<file path="src/rtl/id_ex_stage.sv">
// id_ex_stage: ID/EX pipeline register with load-use hazard detection,
// flush/hold control and a saturating bubble counter.
module id_ex_stage #(
    parameter int XLEN  = 32,
    parameter int CNT_W = 16
) (
    input  logic             clk,
    input  logic             rst,
    input  logic [2:0]       RegWriteD,
    input  logic             ALUSrcD,
    input  logic [1:0]       MemWriteD,
    input  logic [1:0]       ResultSrcD,
    input  logic             BranchD,
    input  logic             JumpD,
    input  logic [5:0]       ALUControlD,
    input  logic             CSR_reg_wrD,
    input  logic             CSR_reg_rdD,
    input  logic [1:0]       CSR_wd_selectD,
    input  logic             RD1_RS1_selD,
    input  logic [2:0]       funct3D,
    input  logic [XLEN-1:0]  RD1D,
    input  logic [XLEN-1:0]  RD2D,
    input  logic [XLEN-1:0]  ImmExtD,
    input  logic [XLEN-1:0]  PCD,
    input  logic [XLEN-1:0]  PCPlus4D,
    input  logic [4:0]       RS1D,
    input  logic [4:0]       RS2D,
    input  logic [4:0]       RdD,
    input  logic             FlushE,
    input  logic             StallE,
    output logic [2:0]       RegWriteE,
    output logic             ALUSrcE,
    output logic [1:0]       MemWriteE,
    output logic [1:0]       ResultSrcE,
    output logic             BranchE,
    output logic             JumpE,
    output logic [5:0]       ALUControlE,
    output logic             CSR_reg_wrE,
    output logic             CSR_reg_rdE,
    output logic [1:0]       CSR_wd_selectE,
    output logic             RD1_RS1_selE,
    output logic [2:0]       funct3E,
    output logic [XLEN-1:0]  RD1E,
    output logic [XLEN-1:0]  RD2E,
    output logic [XLEN-1:0]  ImmExtE,
    output logic [XLEN-1:0]  PCE,
    output logic [XLEN-1:0]  PCPlus4E,
    output logic [4:0]       RS1E,
    output logic [4:0]       RS2E,
    output logic [4:0]       RdE,
    output logic             ValidE,
    output logic             StallF,
    output logic             StallD,
    output logic [CNT_W-1:0] BubbleCnt
);
    localparam int W = 39 + 5 * XLEN;
    logic [W-1:0]     d_vec, e_d, e_q;
    logic             valid_d, valid_q, hz;
    logic [CNT_W-1:0] cnt_d, cnt_q;
    assign d_vec = {RegWriteD, ALUSrcD, MemWriteD, ResultSrcD, BranchD, JumpD, ALUControlD,
                    CSR_reg_wrD, CSR_reg_rdD, CSR_wd_selectD, RD1_RS1_selD, funct3D,
                    RD1D, RD2D, ImmExtD, PCD, PCPlus4D, RS1D, RS2D, RdD};
    assign {RegWriteE, ALUSrcE, MemWriteE, ResultSrcE, BranchE, JumpE, ALUControlE,
            CSR_reg_wrE, CSR_reg_rdE, CSR_wd_selectE, RD1_RS1_selE, funct3E,
            RD1E, RD2E, ImmExtE, PCE, PCPlus4E, RS1E, RS2E, RdE} = e_q;
    assign ValidE    = valid_q;
    assign BubbleCnt = cnt_q;
    // Both sources are compared even when the instruction does not read RS2.
    assign hz = valid_q && ResultSrcE == 2'b01 && RegWriteE != 3'd0 && RdE != 5'd0 &&
                (RdE == RS1D || RdE == RS2D);
    assign StallF = (hz & ~FlushE) | StallE;
    assign StallD = StallF;
    always_comb begin
        e_d     = FlushE ? '0 : StallE ? e_q : hz ? '0 : d_vec;
        valid_d = ~FlushE & (StallE ? valid_q : ~hz);
        cnt_d   = (~FlushE & ~StallE & hz & ~&cnt_q) ? cnt_q + {{(CNT_W-1){1'b0}}, 1'b1} : cnt_q;
    end
    always_ff @(posedge clk or negedge rst) begin
        if (!rst) begin
            e_q     <= '0;
            valid_q <= 1'b0;
            cnt_q   <= '0;
        end else begin
            e_q     <= e_d;
            valid_q <= valid_d;
            cnt_q   <= cnt_d;
        end
    end
endmodule

</file>
<file path="config.mk">
export PLATFORM = sky130hd
export DESIGN_NAME = id_ex_stage
export DESIGN_NICKNAME = d
export VERILOG_FILES = /design/src/rtl/id_ex_stage.sv
export SDC_FILE = /design/constraint.sdc
export NUM_CORES = 1
export LEC_CHECK = 0
export ABC_CLOCK_PERIOD_IN_PS = 5450
export BUFFER_PORTS_ARGS = -buffer_cell sky130_fd_sc_hd__clkbuf_2
export CAP_MARGIN = 5
export CORE_AREA = 2 2 166 168
export DETAILED_ROUTE_END_ITERATION = 8
export DIE_AREA = 0 0 168 170
export PLACE_DENSITY = 0.65
export SLEW_MARGIN = 10
export SYNTH_ARGS = -nofsm -noshare
export SYNTH_HDL_FRONTEND = slang
export SYNTH_SLANG_ARGS = --single-unit
</file>
<file path="constraint.sdc">
create_clock -name clk -period 5.45 [get_ports clk]
set_input_delay 0.2725 -clock clk [delete_from_list [all_inputs] [get_ports clk]]
set_output_delay 0.2725 -clock clk [all_outputs]
set_load 0.02 [all_outputs]
</file>
==> run_results.csv, run 1 <==
group,metric,value,unit
status,status,"finished clean",
worst_setup_path,crit_type,"reg2reg",
yosys,ys_top_cells_by_area,"dfrtp_1, o41ai_2, o41ai_1",
yosys,yosys_warnings,0,
yosys,synth-edff-count,0,
detailed_routing,drt_pass1_iterations,4,
die,rows,60,
global_routing,grt_pass1_wl,52920,um
clock_tree,cts_tree,"yes",
sta,setup_violations,0,
die,start_util,39.64,%
worst_setup_path,critPathArrivalTime,3230,ps
worst_setup_path,endpoint_kind,"register",
sta,clock.fmax,348.0,MHz
yosys,synth_area,0.01056,mm^2
die,die_w,168,um
detailed_routing,highest_layer,"met5",
clock_tree,htreeDepth,1,
placed_design,io_buffers,420,
sta,rsz0062_at_grt,"no",
global_routing,grt_pass1_vias,10140,
die,boundaryPins,421,
placed_design,dp_cells,1676,
final_layout,fin_nets,1743,
final_layout,final_cells,1898,
yosys,synth_top_flop_cell,"dfrtp_1",
die,fp.coreArea,0.02665,mm^2
yosys,yosysTopAreaCell,"dfrtp_1",
power,cellPowerDensity,259.3,mW/mm^2
die,die_h,170,um
sta,setup_ws,2576,ps
final_layout,drive_above_1_share,37.68,%
worst_setup_path,worstSetupStartpointType,"register",
detailed_routing,drt_iter0_markers,793,
detailed_routing,routed-wl-met2,15910,um
sta,min_period_over_period,52.73,%
placed_design,place_ws,2550,ps
clock_tree,cts_resized,0,
flow_run,drv_cap,0,
yosys,yosysSeqAreaShare,51.17,%
sta,slew_headroom,28.09,%
detailed_routing,drc,0,
yosys,syn_nets,1200,
detailed_routing,viasPerCell,5.099,
sta,skew,15.68,ps
detailed_routing,vias,9678,
global_routing,antenna_found_initial,3,
final_layout,areaGrowthSynthToFinish,44.84,%
detailed_routing,wire_per_inst,17.53,um
yosys,ys_types,32,
global_routing,grt_max_degree,94,
yosys,avgSynthCellArea,10.61,um^2
sta,fin_crit,2874,ps
power,p_leak,8.275,nW
detailed_routing,wl_met3,2663,um
detailed_routing,ant_nets,0,
final_layout,num-fill-cells,2210,
global_routing,track_usage,22.55,%
sta,slew_violations,0,
clock_tree,clkLatencyLatePin,520,ps
yosys,postSynth.asyncResetShare,100.0,%
yosys,synth_seq_cells,216,
clock_tree,cts_buffer_depth,3,
placed_design,dp_hpwl,20410,um
clock_tree,clkSlewWorstSetupHoldPaths,60,ps
global_routing,grt_overflow_total,0,
yosys,postSynthCellCount,996,
die,dieArea,0.02856,mm^2
placed_design,place_congestion,0.8369,
sta,hold_violations,0,
power,vdd_drop_max,184.0,uV
worst_setup_path,required,5810,ps
clock_tree,numCtsBuffers,25,
sta,worst_pin_slew,1079,ps
yosys,synth_top_area_share,51.17,%
hold_path,hold_class,"in2reg",
power,power,0.003967,W
final_layout,utilization,57.41,%
sta,fin_setup_tns,0,ps
clock_tree,cts_root_buf,"clkbuf_16",
detailed_routing,wl_met1,13430,um
detailed_routing,finalWirelength,33270,um
worst_setup_path,cp_max_fo,66,
clock_tree,cts.sinks,216,
[cell usage after synthesis, drive strengths merged (2+ instances only)]
cell type / n
dfrtp: 216
inv: 199
o41ai: 198
nand2: 197
clkbuf: 71
buf: 23
xnor2: 23
nand4: 13
nand3b: 10
nand3: 9
nor2: 7
and3: 5
nor3: 4
mux2: 3
nand4b: 3
or2: 2
[routing by layer]
| layer | vias to the layer above | global-route usage [%] |
|---|---|---|
| met5 | - | 0 |
| met4 | 4 | 9.112 |
| met3 | 90 | 5.930 |
| met2 | 420 | 38.27 |
| met1 | 4649 | 27.40 |
| li1 | 4515 | - |
[kinds of logic after synthesis]
logic type	Yosys count	share of synthesized area, %
buffers and inverters	293	11.48
and+or+nand+nor	255	10.38
DFF	216	51.17
AOI/OAI and AO/OA	205	24.64
xor gates and xnor gates	23	1.907
muxes	3	0.3198
adders and majority gates	1	0.1184
[placed cells by master (no fill, tap or decap), types with 10 or more instances in the layout]
| cell type | netlist | routed |
|---|---|---|
| buf_4 | 1 | 12 |
| nand3b_1 | 10 | 10 |
| nand4_1 | 13 | 13 |
| o41ai_2 | 109 | 109 |
| clkbuf_2 | 0 | 417 |
| nand2_1 | 197 | 197 |
| xnor2_1 | 23 | 23 |
| o41ai_1 | 89 | 89 |
| inv_1 | 199 | 199 |
| clkbuf_16 | 0 | 25 |
| dfrtp_1 | 216 | 216 |
| dlygate4sd3_1 | 0 | 177 |
[sequential cells by signal, summed over array words and instances, names as in the netlist]
signal     cells
ValidE         1
BubbleCnt     16
e_q          199
[worst paths after layout]
check / endpoint / cells past startpoint / slack, ps / start
min in group asynchronous: e_q[120] / 2 / 330 / rst
worst min register to register: e_q[47] / 2 / 470 / e_q[47]
worst min-delay path: e_q[52] / 3 / 9 / PCD[5]
worst max register to register: e_q[17] / 7 / 2580 / e_q[0]
max in group asynchronous: e_q[49] / 3 / 3710 / rst
worst max-delay path: e_q[17] / 7 / 2580 / e_q[0]
[power breakdown]
part | leakage [nW] | internal [W] | switching, W
Clock | 0.373 | 0.000897 | 0.000653
Sequential | 2.88 | 0.00169 | 0.0000518
Combinational | 5.02 | 0.000284 | 0.000394
Total | 8.27 | 0.00287 | 0.00110
[worst max-delay path, cell delays in order, from the launching register on]
cell and delay [ps]:
dfrtp_1 450, xnor2_1 200, nand3_1 100, o22ai_1 180
buf_4 230, and2_4 620, buf_4 700, o41ai_1 140
[repair_timing]
action,CTS,global route
setup endpoints to repair,0,0
buffers inserted,0,0
hold buffers,177,0
endpoints found under the hold margin,259,0
[area by class of cell]
type | count | area, um^2 | area share (%)
well taps | 341 | 426.7 | 2.788
clock inverters | 7 | 42.54 | 0.2780
inverters | 199 | 747.0 | 4.882
multi-input cells | 487 | 3956 | 25.86
diodes | 2 | 5.005 | 0.03271
clock buffers | 36 | 706.9 | 4.620
flip-flops and latches | 216 | 5405 | 35.33
repair buffers | 610 | 4011 | 26.22
[through the flow]
step / area (um^2) / hold WS, ps
floorplan: 10560 / -23.09
global placement: 12770 / 318.3
detailed placement: 12770 / 318.9
CTS: 15300 / 0.5386
global route: 15300 / 3.199
finish: 15300 / 8.531
Power figures use the tool's default switching activity.
==> run 2: changes to the inputs <==
Settings changed: ABC_CLOCK_PERIOD_IN_PS 5450 to 2700.
Clock period 5.45 ns to 2.7 ns, I/O delays scaled along.
==> run 2 against run 1 <==
Effect of this change:
- clock skew fell by 5.5 ps
- via count rose by 3.1%
- sequential power rose by 100%
- routed wire length rose by 5.9%
- clock power rose by 120%
- clock-buffer cell count rose by 1
- cell count rose by 1.6%
- register-to-register slack got worse by 2400 ps
- sequential cell count did not move
- worst setup slack got worse by 2400 ps
- largest cell class unchanged
- final area rose by 3.1%
==> run_results.csv, run 2 (synthesized netlist as in run 1, its figures left out) <==
group,metric,value,unit
final_layout,areaGrowthSynthToFinish,49.26,%
worst_setup_path,r2r_slack,220,ps
placed_design,place_ws,393.1,ps
worst_setup_path,worstSetupStartpointType,"register",
detailed_routing,viasPerCell,5.175,
detailed_routing,finalWirelength,35230,um
global_routing,antenna_found_initial,2,
detailed_routing,drc,0,
clock_tree,cts_root_buf,"clkbuf_16",
worst_setup_path,endpoint_kind,"register",
worst_setup_path,required,3150,ps
sta,hold_violations,0,
final_layout,largest_reg_flops,199,
detailed_routing,wire_per_inst,18.27,um
worst_setup_path,critPathArrivalTime,2930,ps
clock_tree,numCtsBuffers,24,
clock_tree,postCtsHoldBufs,202,
clock_tree,cts.sinks,216,
detailed_routing,routed-wl-met2,17340,um
clock_tree,cts_tree,"yes",
final_layout,final_common_cell,"clkbuf_2",
final_layout,fin_nets,1774,
final_layout,mostFrequentLayoutCells,"clkbuf_2, dfrtp_1, dlygate4sd3_1",
clock_tree,cts_resized,0,
worst_setup_path,cp_max_fo,39,
hold_path,hold_class,"in2reg",
die,boundaryPins,421,
detailed_routing,wl_met1,14070,um
sta,fin_setup_tns,0,ps
power,p_leak,8.481,nW
placed_design,place_congestion,0.7976,
global_routing,track_usage,23.74,%
worst_setup_path,crit_type,"reg2reg",
detailed_routing,drt_pass1_iterations,5,
clock_tree,clkLatencyLatePin,510,ps
sta,fin_crit,2481,ps
detailed_routing,drt_iter0_markers,831,
final_layout,design_area,0.01577,mm^2
die,rows,60,
global_routing,grt_overflow_total,0,
power,vdd_drop_max,347.2,uV
clock_tree,post_cts_buffers,0,
clock_tree,clkSlewWorstSetupHoldPaths,60,ps
flow_run,drv_cap,0,
final_layout,largest_register,"e_q",
clock_tree,cts_buffer_depth,3,
detailed_routing,highest_layer,"met5",
sta,min_period_over_period,91.89,%
die,die_w,168,um
power,power,0.008331,W
power,cellPowerDensity,528.3,mW/mm^2
placed_design,io_buffers,420,
sta,rsz0062_at_grt,"no",
clock_tree,htreeDepth,1,
global_routing,grt_max_degree,122,
placed_design,dp_hpwl,20990,um
final_layout,drive_above_1_share,37.45,%
sta,skew,10.20,ps
die,start_util,39.64,%
detailed_routing,ant_nets,0,
sta,hold_slack,97.90,ps
sta,slew_headroom,37.24,%
sta,worst_pin_slew,941.4,ps
global_routing,grt_pass1_vias,10440,
sta,slew_violations,0,
die,fp.coreArea,0.02665,mm^2
sta,setup_ws,218.9,ps
die,die_h,170,um
placed_design,placed_cell_area,0.01293,mm^2
sta,clock.fmax,403.1,MHz
detailed_routing,vias,9977,
detailed_routing,wl_met3,2649,um
die,dieArea,0.02856,mm^2
global_routing,grt_pass1_wl,55260,um
sta,setup_violations,0,
status,status,"finished clean",
run 2: changes by cell type in the layout (fill, tap and decap cells not counted):
cell and delta:
dlygate4sd3_1 +25, inv_6 -1, clkbuf_8 +3, clkinv_2 -2, clkinv_4 -1, bufinv_16 +2, diode_2 -1, buf_12 +8
buf_4 -1, clkbuf_1 -2
run 2: power by group:
group          switching, W  internal [W]  total, W
Sequential         0.000111       0.00341   0.00352
Clock               0.00132       0.00207   0.00338
Combinational      0.000817      0.000612   0.00143
run 2: final cells by class:
type                    instances  area (um^2)
diodes                          1        2.502
clock buffers                  37        740.7
clock inverters                 5        75.07
fillers                      2137        10880
inverters                     199        747.0
multi-input cells             487         3956
flip-flops and latches        216         5405
well taps                     341        426.7
repair buffers                642         4414
run 2: through the flow:
step / instances / utilization, %
after global routing: 1927 / 59.15
after floorplan: 996 / -
after global placement: 1683 / 48.51
after detailed placement: 1683 / 48.51
final: 1928 / 59.16
after CTS: 1927 / 59.15
run 2: path summary, 6_finish.rpt:
| kind | startpoint | end | depth (start not counted) |
|---|---|---|---|
| min | FlushE | e_q[198] | 4 |
| max | e_q[1] | e_q[115] | 6 |
| max in group asynchronous | rst | e_q[105] | 3 |
| min reg2reg | e_q[175] | e_q[175] | 2 |
| max reg2reg | e_q[1] | e_q[115] | 6 |
| min in group asynchronous | rst | e_q[128] | 2 |
run 2: per-layer routing:
metal | vias to the layer above | global-route usage (%)
met1 | 4862 | 28.86
met5 | - | 0
met2 | 456 | 41.45
li1 | 4567 | -
met3 | 90 | 5.674
met4 | 2 | 8.091
run 2: critical path: stages, from the launching register on:
cell and delay (ps):
dfrtp_1 450, or4_1 540, nor2_1 140, nor4_2 60
and2_4 370, o41ai_2 260, dlygate4sd3_1 580
